`src/rtl/pc_1.sv`:
```
// pc_1 - program-counter register for the cpu1 core (backs register r15).
//
// A single WIDTH-bit register. Update priority at each rising clock edge:
// reset, then a load from din (wen), then an increment by one (cen),
// otherwise hold. dout is driven straight from the register with no bypass,
// so a load or increment is visible on dout one cycle after its edge.
//
// Optional build macro: PC_WRAP_DETECT_EN
//   When defined, adds a registered one-bit output 'wrap'. It is high for
//   exactly the cycle after an increment that rolled the PC over from
//   all-ones to zero. A load of zero does not raise it.
//   When undefined, the port and its logic do not exist; dout is unchanged.
module pc_1 #(
  parameter int                 WIDTH       = 32,
  parameter logic [WIDTH-1:0]   RESET_VALUE = '0
) (
  input  logic               clk,
  input  logic               reset,
  input  logic               cen,
  input  logic               wen,
  input  logic [WIDTH-1:0]   din,
`ifdef PC_WRAP_DETECT_EN
  output logic [WIDTH-1:0]   dout,
  output logic               wrap
`else
  output logic [WIDTH-1:0]   dout
`endif
);

  // Initialiser gives the register a defined power-up value before the
  // first reset edge; FPGA flows map it to the flop's init value.
  logic [WIDTH-1:0] pc_reg = RESET_VALUE;
  logic [WIDTH-1:0] pc_next;

  // An increment out of the all-ones value is the only way to wrap; the
  // carry out of the adder is simply dropped.
  logic             pc_all_ones;
  assign pc_all_ones = (pc_reg == {WIDTH{1'b1}});

  // Next-state selection: load beats increment; reset is applied in the
  // register process so it overrides both.
  always_comb begin
    pc_next = pc_reg;
    if (wen) begin
      pc_next = din;
    end else if (cen) begin
      pc_next = pc_reg + {{(WIDTH-1){1'b0}}, 1'b1};
    end
  end

  // PC register with synchronous active-high reset.
  always_ff @(posedge clk) begin
    if (reset) begin
      pc_reg <= RESET_VALUE;
    end else begin
      pc_reg <= pc_next;
    end
  end

  assign dout = pc_reg;

`ifdef PC_WRAP_DETECT_EN
  logic wrap_reg  = 1'b0;
  logic wrap_next;

  // Wrap flag is set only by a genuine increment out of all-ones.
  always_comb begin
    wrap_next = 1'b0;
    if (!wen && cen && pc_all_ones) begin
      wrap_next = 1'b1;
    end
  end

  // Wrap flag register; clears on reset and on every non-wrapping cycle.
  always_ff @(posedge clk) begin
    if (reset) begin
      wrap_reg <= 1'b0;
    end else begin
      wrap_reg <= wrap_next;
    end
  end

  assign wrap = wrap_reg;
`else
  // Keep the all-ones detect referenced in the default build so it does
  // not dangle; it folds away during synthesis.
  logic unused_all_ones;
  assign unused_all_ones = pc_all_ones;
`endif

endmodule

```
`config.mk`:
```
export PLATFORM = sky130hd
export DESIGN_NAME = pc_1
export DESIGN_NICKNAME = d
export VERILOG_FILES = /design/src/rtl/pc_1.sv
export SDC_FILE = /design/constraint.sdc
export NUM_CORES = 1
export LEC_CHECK = 0
export ABC_AREA = 0
export CORE_MARGIN = 2
export CORE_UTILIZATION = 42
export CTS_BUF_LIST = sky130_fd_sc_hd__clkbuf_4
export CTS_CLUSTER_SIZE = 25
export DETAILED_ROUTE_END_ITERATION = 6
export PLACE_DENSITY = 0.78
export SETUP_SLACK_MARGIN = 0.1
export SKIP_CTS_REPAIR_TIMING = 1
export SLEW_MARGIN = 30
export SYNTH_ARGS = -nofsm -noshare
export SYNTH_HDL_FRONTEND = slang
export SYNTH_SLANG_ARGS = --single-unit
export TNS_END_PERCENT = 100
```
`constraint.sdc`:
```
create_clock -name clk -period 1.9 [get_ports clk]
set_clock_uncertainty 0.05 [all_clocks]
set_input_delay 0.475 -clock clk [delete_from_list [all_inputs] [get_ports clk]]
set_output_delay 0.475 -clock clk [all_outputs]
set_load 0.03 [all_outputs]
```
==> results of run 1 <==
worst max-delay path by stage:
stage	start	slack [ns]	end	cells past startpoint
floorplan	dout[1]	-0.04	dout[18]	6
global placement	cen	-0.56	dout[18]	5
detailed placement	cen	-0.61	dout[16]	5
CTS	cen	-0.26	dout[18]	5
global route	dout[0]	-0.22	dout[16]	5
finish	dout[0]	-0.18	dout[16]	5
where the power goes:
part,switching (W),internal (W),total [W]
clock,0.000245,0.000136,0.000381
sequential,0.0000573,0.000714,0.000772
combinational,0.000255,0.000250,0.000505
total,0.000557,0.00110,0.00166
kinds of logic after synthesis:
logic type                 after synthesis
AOI/OAI and AO/OA                       55
and+or+nand+nor                        111
buffers and inverters                   30
xor gates and xnor gates                11
adders and majority gates                1
muxes                                    1
DFF                                     32
cells in the mapped netlist, types with 2 or more instances:
master,n,area share
dfxtp_1,32,0.33
nor2_1,28,0.055
clkbuf_1,15,0.029
nand2_1,14,0.027
a211oi_1,12,0.047
nand3_1,12,0.031
nand4_1,11,0.036
a311oi_1,10,0.046
inv_1,10,0.020
nor4_1,8,0.026
or4_1,7,0.027
a2111oi_0,6,0.027
a21oi_1,6,0.016
o21ai_0,6,0.016
xnor2_1,6,0.027
nor3b_1,5,0.020
or3_1,5,0.016
xor2_1,5,0.023
and3_1,4,0.013
and4_1,4,0.018
nor3_1,4,0.010
o31ai_1,4,0.016
buf_1,2,0.0039
buf_2,2,0.0052
nor4b_1,2,0.0091
o211ai_1,2,0.0078
o311ai_1,2,0.0091
stage by stage:
step / power [W] / TNS, ns
6_report: 0.001657 / -0.5144
5_1_grt: 0.001731 / -0.9556
4_1_cts: 0.001640 / -4.448
3_5_place_dp: 0.001263 / -10.58
3_3_place_gp: 0.001257 / -9.561
2_1_floorplan: 0.001003 / -0.1390
layer usage:
layer  vias up  wire length (um)
met5         -                 0
met4         0               138
met3        20               502
met2       100              3335
met1      1143              2692
li1       1134                 -
final cells by class:
type                    count  area (sq um)
clock buffers               5         37.54
clock inverters             3         13.76
fillers                   285         997.2
inverters                  11         41.29
multi-input cells         179          1343
flip-flops and latches     32         710.7
well taps                  52         65.06
repair buffers            116          1176
worst max-delay path: cells and delay by family, from the launching register on:
family,cells,cell delay [ns]
flops,1,0.39
simple gates,3,1.19
fa+ha+maj,1,0.14
compound gates,1,0.22
==> results.env, run 1 <==
RELSLEWSLACK=0.7138
ASYNCSETRESETFLOPFRACSYNTH=0
FIN_CELLS=398
CTSHTREEMAXLEVEL=2
CTS_TREE='done'
NUMBER_OF_GLOBAL_ROUTE_VIAS_BEFORE_REPAIR=2190
LARGEST_REGISTER_FF_COUNT=32
VIAS_PER_CELL=6.023
SYNTH_CELL_TYPES=44
CRITICAL_PATH_ARRIVAL_NS=2.28
RR_ENDPOINT='dout[16]'
YOSYS_REGISTER_BITS=32
ADDER_AND_MAJORITY_CELL_FRACTION_OF_THE_SYNTHESIZED_AREA=0.006502
DIE_WIDTH_UM=71.69
LAYOUT_WORST_PATH_CYCLE_SHARE=1.094
FINAL_NETS=382
NETLIST_AREA_SQ_UM=1924
GRT_MAX_DEGREE=19
RESULT_OF_THE_RUN='finished, violations left'
PLACE_CONGESTION=0.8908
SETUP.WORST_PATH.CLASS='flip-flop to flip-flop'
FINAL_CORE_UTIL=0.7725
NUMBER_OF_CLOCK_BUFFERS_INSERTED_BY_TRITONCTS=5
LAYOUT_COMMON_CELLS='buf_4, clkdlybuf4s50_1, dlymetal6s2s_1, nor2_1, dfxtp_4'
USE_MET2=0.3961
GLOBAL_ROUTE.PEAK_USAGE_LAYER='met2'
DIE_AREA_SQ_UM=5139
POSTSYNTHNETCOUNT=278
NUMBER_OF_PINS_EXCEEDING_THEIR_MAX_SLEW_LIMIT_IN_THE_FINAL_REPORT=0
DRTANTENNAVIOLNETS=0
CRITICAL_PATH.REG2REG.STARTPOINT='dout[0]'
GRT_ANTENNA_BEFORE_REPAIR=0
VIOLATED_CHECKS='negative setup slack'
GRT_USE_MET3=0.05626
HOLDPATHEND='dout[14]'
YOSYSWARNINGCOUNT=0
GRTUSAGEMET1=0.3226
CLOCK_PATH_BUFFERS=2
CORE_REGION_AREA_SQ_UM=4384
SYNTHSIMPLEGATEAREAFRAC=0.3316
FINALSETUPVIOLATIONS=7
FINAL-HOLD-VIOLATION-COUNT=0
SEQ_AREA_FRAC_SYNTH=0.3329
CLOCK_SINK_COUNT=32
WORSTSKEWPAIRLATENCY_NS=0.34
WORSTREGTOREGCELLS=5
HOLD-WORST-SLACK_NS=0.4758
REG2REG_SETUP_SLACK_NS=-0.18
DRT_FIRST_PASS_ITERS=4
AREA_GROWTH_PCT=76.01
WORST-PATH-MAX-FANOUT=5
POST_ROUTE_CELLS_DRIVE_ABOVE_1_SHARE=0.3150
NUMBER_OF_SYNTHESIZED_FLOPS_WITH_AN_ENABLE_PIN=0
GLOBALROUTETOTALUTIL=0.2468
AREA_FRACTION_IN_COMPOUND_GATES_AFTER_SYNTHESIS=0.2139
GRT_PASS1_WL_UM=10160
WORST_IR_DROP_VDD_uV=291.8
CP_CELL_SEQUENCE='ha_4 -> nand2_2 -> or4_4 -> or4_1 -> a311oi_1'
POST_SYNTH_MUX_AREA_SHARE=0.005202
DOMINANT_COMBINATIONAL_CELL_FAMILY_BY_AREA_AFTER_SYNTHESIS='simple AND/OR/NAND/NOR gates'
P_PER_AREA_nW_PER_UM2=489.4
ANTENNA-DIODE-COUNT=0
GRT_SETUP_UNREPAIRED='true'
WORST-ENDPOINT-REQUIRED_NS=2.10
WORST_STAGE_DELAY_ON_THE_CRITICAL_PATH_NS=0.59
SYNTH_XOR_AREA_FRAC=0.05007
INITIALDRTVIOLATIONCOUNT=150
INITIAL_CORE_UTILIZATION=0.4389
PLACEDCELLCOUNT=381
ROUTED-VIA-COUNT=2397
DIE_HEIGHT_UM=71.69
STARTPOINT_TYPE='flip-flop'
YS_DOMINANT_REG_CELL='dfxtp_1'
PORT_BUFFERS=67
DP_HPWL_UM=4459
POST-ROUTE-DRC-COUNT=0
MAX_FREQ_GHz=0.4810
MIN_DELAY_PATH_DEPTH=2
MIN_FROM='dout[14]'
COMMONEST_NON_FILL_NON_TAP_CELL_IN_THE_LAYOUT='buf_4'
DRT_WL_TOTAL_UM=6668
TOTAL_PLACED_INSTANCE_AREA_SQ_UM=2983
TIMING.CRITICAL_PATH.TO_TYPE='flip-flop'
HP-CLASS='flip-flop to flip-flop'
TIMING_WORST_SLEW_PIN_VALUE_NS=0.4253
DETAIL_ROUTE.WL_PER_CELL_UM=16.75
WORST_PATH_MAX_DELAY_CELL='or4_4'
WORST_SETUP_HOLD_PATH_CLK_SLEW_NS=0.10
FINALINSTANCEAREA_SQ_UM=3387
CTS.ROOT.BUFFER_CELL='clkbuf_4'
PLACEMENT_ROWS=24
SETUP_SLACK_NS=-0.1789
STATIC-LEAKAGE-POWER_nW=1.626
SYNTH_AREA_PER_CELL_SQ_UM=7.985
GLOBALROUTE.TOTALOVERFLOW=0
NETLIST_INSTANCES=241
PRE_CTS_WS_NS=-0.6103
DRV_CAP=0
IO-PIN-COUNT=68
TIMING.FINAL.CRIT_PERIOD_NS=2.079
Power figures use the tool's default switching activity.
==> run 2, diff against run 1 <==
Settings changed: ABC_AREA 0 to 1, CELL_PAD_IN_SITES_DETAIL_PLACEMENT set to 0, CELL_PAD_IN_SITES_GLOBAL_PLACEMENT set to 1, CORE_UTILIZATION 42 to 30, PLACE_DENSITY 0.78 to not set, PLACE_DENSITY_LB_ADDON set to 0.1, SLEW_MARGIN 30 to 20.
==> results.env, run 2 <==
PLACEMENT_ROWS=31
AREA_GROWTH_PCT=48.46
CTS_TREE='done'
YS_DOMINANT_REG_CELL='dfxtp_1'
CORE_REGION_AREA_SQ_UM=7176
DP_HPWL_UM=5220
P_PER_AREA_nW_PER_UM2=496.1
SETUP.WORST_PATH.CLASS='flip-flop to flip-flop'
YOSYSMOSTFREQUENTCELL='nand2_1'
FINAL_NETS=455
GLOBALROUTETOTALUTIL=0.1781
NETLIST_AREA_SQ_UM=2200
MAX_FREQ_GHz=0.6049
TIMING.CRITICAL_PATH.TO_TYPE='flip-flop'
WORSTSETUPPATHDEPTH=9
TOTAL_PLACED_INSTANCE_AREA_SQ_UM=3129
DIE_WIDTH_UM=89.63
CTS.ROOT.BUFFER_CELL='clkbuf_4'
SYNTH_LARGEST_AREA_CELL='dfxtp_1'
ASYNCSETRESETFLOPFRACSYNTH=0
STARTPOINT_TYPE='flip-flop'
YOSYSWARNINGCOUNT=0
HP-CLASS='flip-flop to flip-flop'
YOSYS_REGISTER_BITS=32
POST_ROUTE_CELLS_DRIVE_ABOVE_1_SHARE=0.1432
SHARE_COMB_OF_TOTAL_POWER=0.272
LARGEST_REGISTER_FF_COUNT=32
DRT_FIRST_PASS_ITERS=5
DRT_WL_TOTAL_UM=6841
RELSLEWSLACK=0.7812
CTSHTREEMAXLEVEL=2
GRT_MAX_DEGREE=28
CP_NUM_BUF_INV=0
NUMBER_OF_PINS_EXCEEDING_THEIR_MAX_SLEW_LIMIT_IN_THE_FINAL_REPORT=0
CELLINTERNALPOWER_W=0.001098
WORST_STAGE_DELAY_ON_THE_CRITICAL_PATH_NS=0.41
WORST-ENDPOINT-REQUIRED_NS=2.13
WORSTREGTOREGCELLS=9
INITIAL_CORE_UTILIZATION=0.3065
PLACE_CONGESTION=0.8304
REG2REG_SETUP_SLACK_NS=0.25
WORST-PATH-MAX-FANOUT=6
SETUP_TOTAL_NEGATIVE_SLACK_NS=0
GRT_PASS1_WL_UM=11000
SYNTH_AREA_PER_CELL_SQ_UM=6.527
RR_ENDPOINT='dout[14]'
GLOBALROUTE.TOTALOVERFLOW=0
SYNTH_CELL_TYPES=25
COMMONEST_NON_FILL_NON_TAP_CELL_IN_THE_LAYOUT='nand2_1'
DIE_AREA_SQ_UM=8033
LAYOUT_COMMON_CELLS='nand2_1, nand3_1, clkdlybuf4s50_1'
WORST_SETUP_HOLD_PATH_CLK_SLEW_NS=0.11
WORST_SETUP_PATH_STARTPOINT='dout[1]'
GRT_ANTENNA_BEFORE_REPAIR=0
FINALSETUPVIOLATIONS=0
REGAREA_SQ_UM=640.6
POSTSYNTHNETCOUNT=374
WORSTSKEWPAIRLATENCY_NS=0.34
MULTI_INPUT_COMB_AREA_SQ_UM=1393
FINALINSTANCEAREA_SQ_UM=3266
SEQ_POWER_SHARE=0.468
POST-ROUTE-DRC-COUNT=0
LAYOUT_WORST_PATH_CYCLE_SHARE=0.8701
NUMBER_OF_CLOCK_BUFFERS_INSERTED_BY_TRITONCTS=5
CP_CELL_SEQUENCE='ha_1 -> nand2_2 -> nor2_4 -> nand2_2 -> nor2_4 -> nor2_1 -> nor2_1 -> nand2_1 -> a21oi_1'
POWER.CLOCK.FRACTION=0.260
FINAL-HOLD-VIOLATION-COUNT=0
CELL_TYPES_WITH_THE_LARGEST_AREA_SHARE_AFTER_SYNTHESIS='dfxtp_1, nand2_1, nand3_1, a22oi_1, nor2_4'
ROUTED-VIA-COUNT=2378
DRTANTENNAVIOLNETS=0
CLOCK_PATH_BUFFERS=2
IO-PIN-COUNT=68
RESULT_OF_THE_RUN='finished, final reports clean'
TIMING_WORST_SLEW_PIN_VALUE_NS=0.3277
CRITICAL_PATH.REG2REG.STARTPOINT='dout[1]'
SETUP.WORST_PATH.END='dout[14]'
DRV_CAP=0
CLOCK_SINK_COUNT=32
NUMBER_OF_GLOBAL_ROUTE_VIAS_BEFORE_REPAIR=2200
VIAS_PER_CELL=4.591
INITIALDRTVIOLATIONCOUNT=96
NUMBER_OF_SYNTHESIZED_FLOPS_WITH_AN_ENABLE_PIN=0
PORT_BUFFERS=67
POST_SYNTH_MOST_FREQUENT_CELLS='nand2_1, nand3_1, dfxtp_1, nor2_1, inv_1'
WORST_IR_DROP_VDD_uV=229.0
P_SW_W=0.0005216
SEQ_AREA_FRAC_SYNTH=0.2912
TIMING.FINAL.CRIT_PERIOD_NS=1.653
DIE_HEIGHT_UM=89.63
DETAIL_ROUTE.WL_PER_CELL_UM=13.21
GRT_SETUP_UNREPAIRED='false'
PATH_DELAY_FAMILY='simple AND/OR/NAND/NOR gates'
TOTAL_POWER_W=0.001620
NETLIST_INSTANCES=337
ANTENNA-DIODE-COUNT=0
STATIC-LEAKAGE-POWER_nW=1.703
CRITICAL_PATH_ARRIVAL_NS=1.89
POST-SYNTH-TOP-AREA-FRACTION=0.2912
WORST_PATH_MAX_DELAY_CELL='dfxtp_1'
SWITCHING_SHARE=0.3220
FILLER_CELL_COUNT=782
-- run 2: changes by cell type after synthesis, moves of 11 or more --
cell / before / now
nand3_1: 12 / 35
a211oi_1: 12 / 0
nand2_1: 14 / 95
clkbuf_1: 15 / 4
inv_1: 10 / 27
a22oi_1: 0 / 23
a21oi_1: 6 / 24
nor2_4: 0 / 11
nand4_1: 11 / 0
-- run 2: tightest hold or removal path: stages, from the launching register on --
cell,delay (ns)
dfxtp_1,0.36
nand2_1,0.08
a31oi_1,0.07
-- run 2: routing by layer --
layer | share of wire | global-route usage | vias to the layer above
li1 | - | - | 1273
met1 | 0.53 | 0.2650 | 1055
met2 | 0.43 | 0.2667 | 48
met3 | 0.041 | 0.03382 | 2
met4 | 0.0042 | 0.03664 | 0
met5 | 0 | 0 | -
-- run 2: worst min path at each step --
| stage | start | end | slack (ns) | cells after the start |
|---|---|---|---|---|
| floorplan | dout[4] | dout[4] | 0.59 | 2 |
| global placement | dout[4] | dout[4] | 0.48 | 2 |
| detailed placement | dout[4] | dout[4] | 0.48 | 2 |
| CTS | dout[4] | dout[4] | 0.50 | 2 |
| global route | dout[4] | dout[4] | 0.52 | 2 |
| finish | dout[4] | dout[4] | 0.49 | 2 |
-- run 2: power by group through the flow --
stage / clock network [W] / registers (W) / logic, W
2_1_floorplan: 0 / 0.000855 / 0.000135
3_3_place_gp: 0 / 0.000776 / 0.000448
3_5_place_dp: 0 / 0.000776 / 0.000449
4_1_cts: 0.000441 / 0.000761 / 0.000451
5_1_grt: 0.000472 / 0.000767 / 0.000476
6_report: 0.000421 / 0.000758 / 0.000440
-- run 2: area by class of cell --
class,count,area share
Multi-Input combinational cell,263,0.4264
Timing Repair Buffer,85,0.2866
Sequential cell,32,0.1962
Tap cell,99,0.03793
Inverter,31,0.03563
Clock buffer,7,0.01609
Clock inverter,1,0.001149
-- run 2: cells by family after synthesis --
group / after synthesis / synth area share
compound gates: 60 / 0.1707
xor+xnor: 10 / 0.03982
fa+ha+maj: 1 / 0.005687
buf+inv: 42 / 0.07565
flops: 32 / 0.2912
simple gates: 192 / 0.4170
-- run 2: per-stage QoR --
stage	setup slack, ns	hold slack [ns]	utilization	cells
floorplan	0.2332	0.5897	-	337
global route	0.1067	0.5209	0.4551	518
global placement	0.1362	0.4802	0.4361	510
CTS	-0.1590	0.5023	0.4439	518
detailed placement	0.08160	0.4815	0.4361	510
finish	0.2468	0.4945	0.4551	518
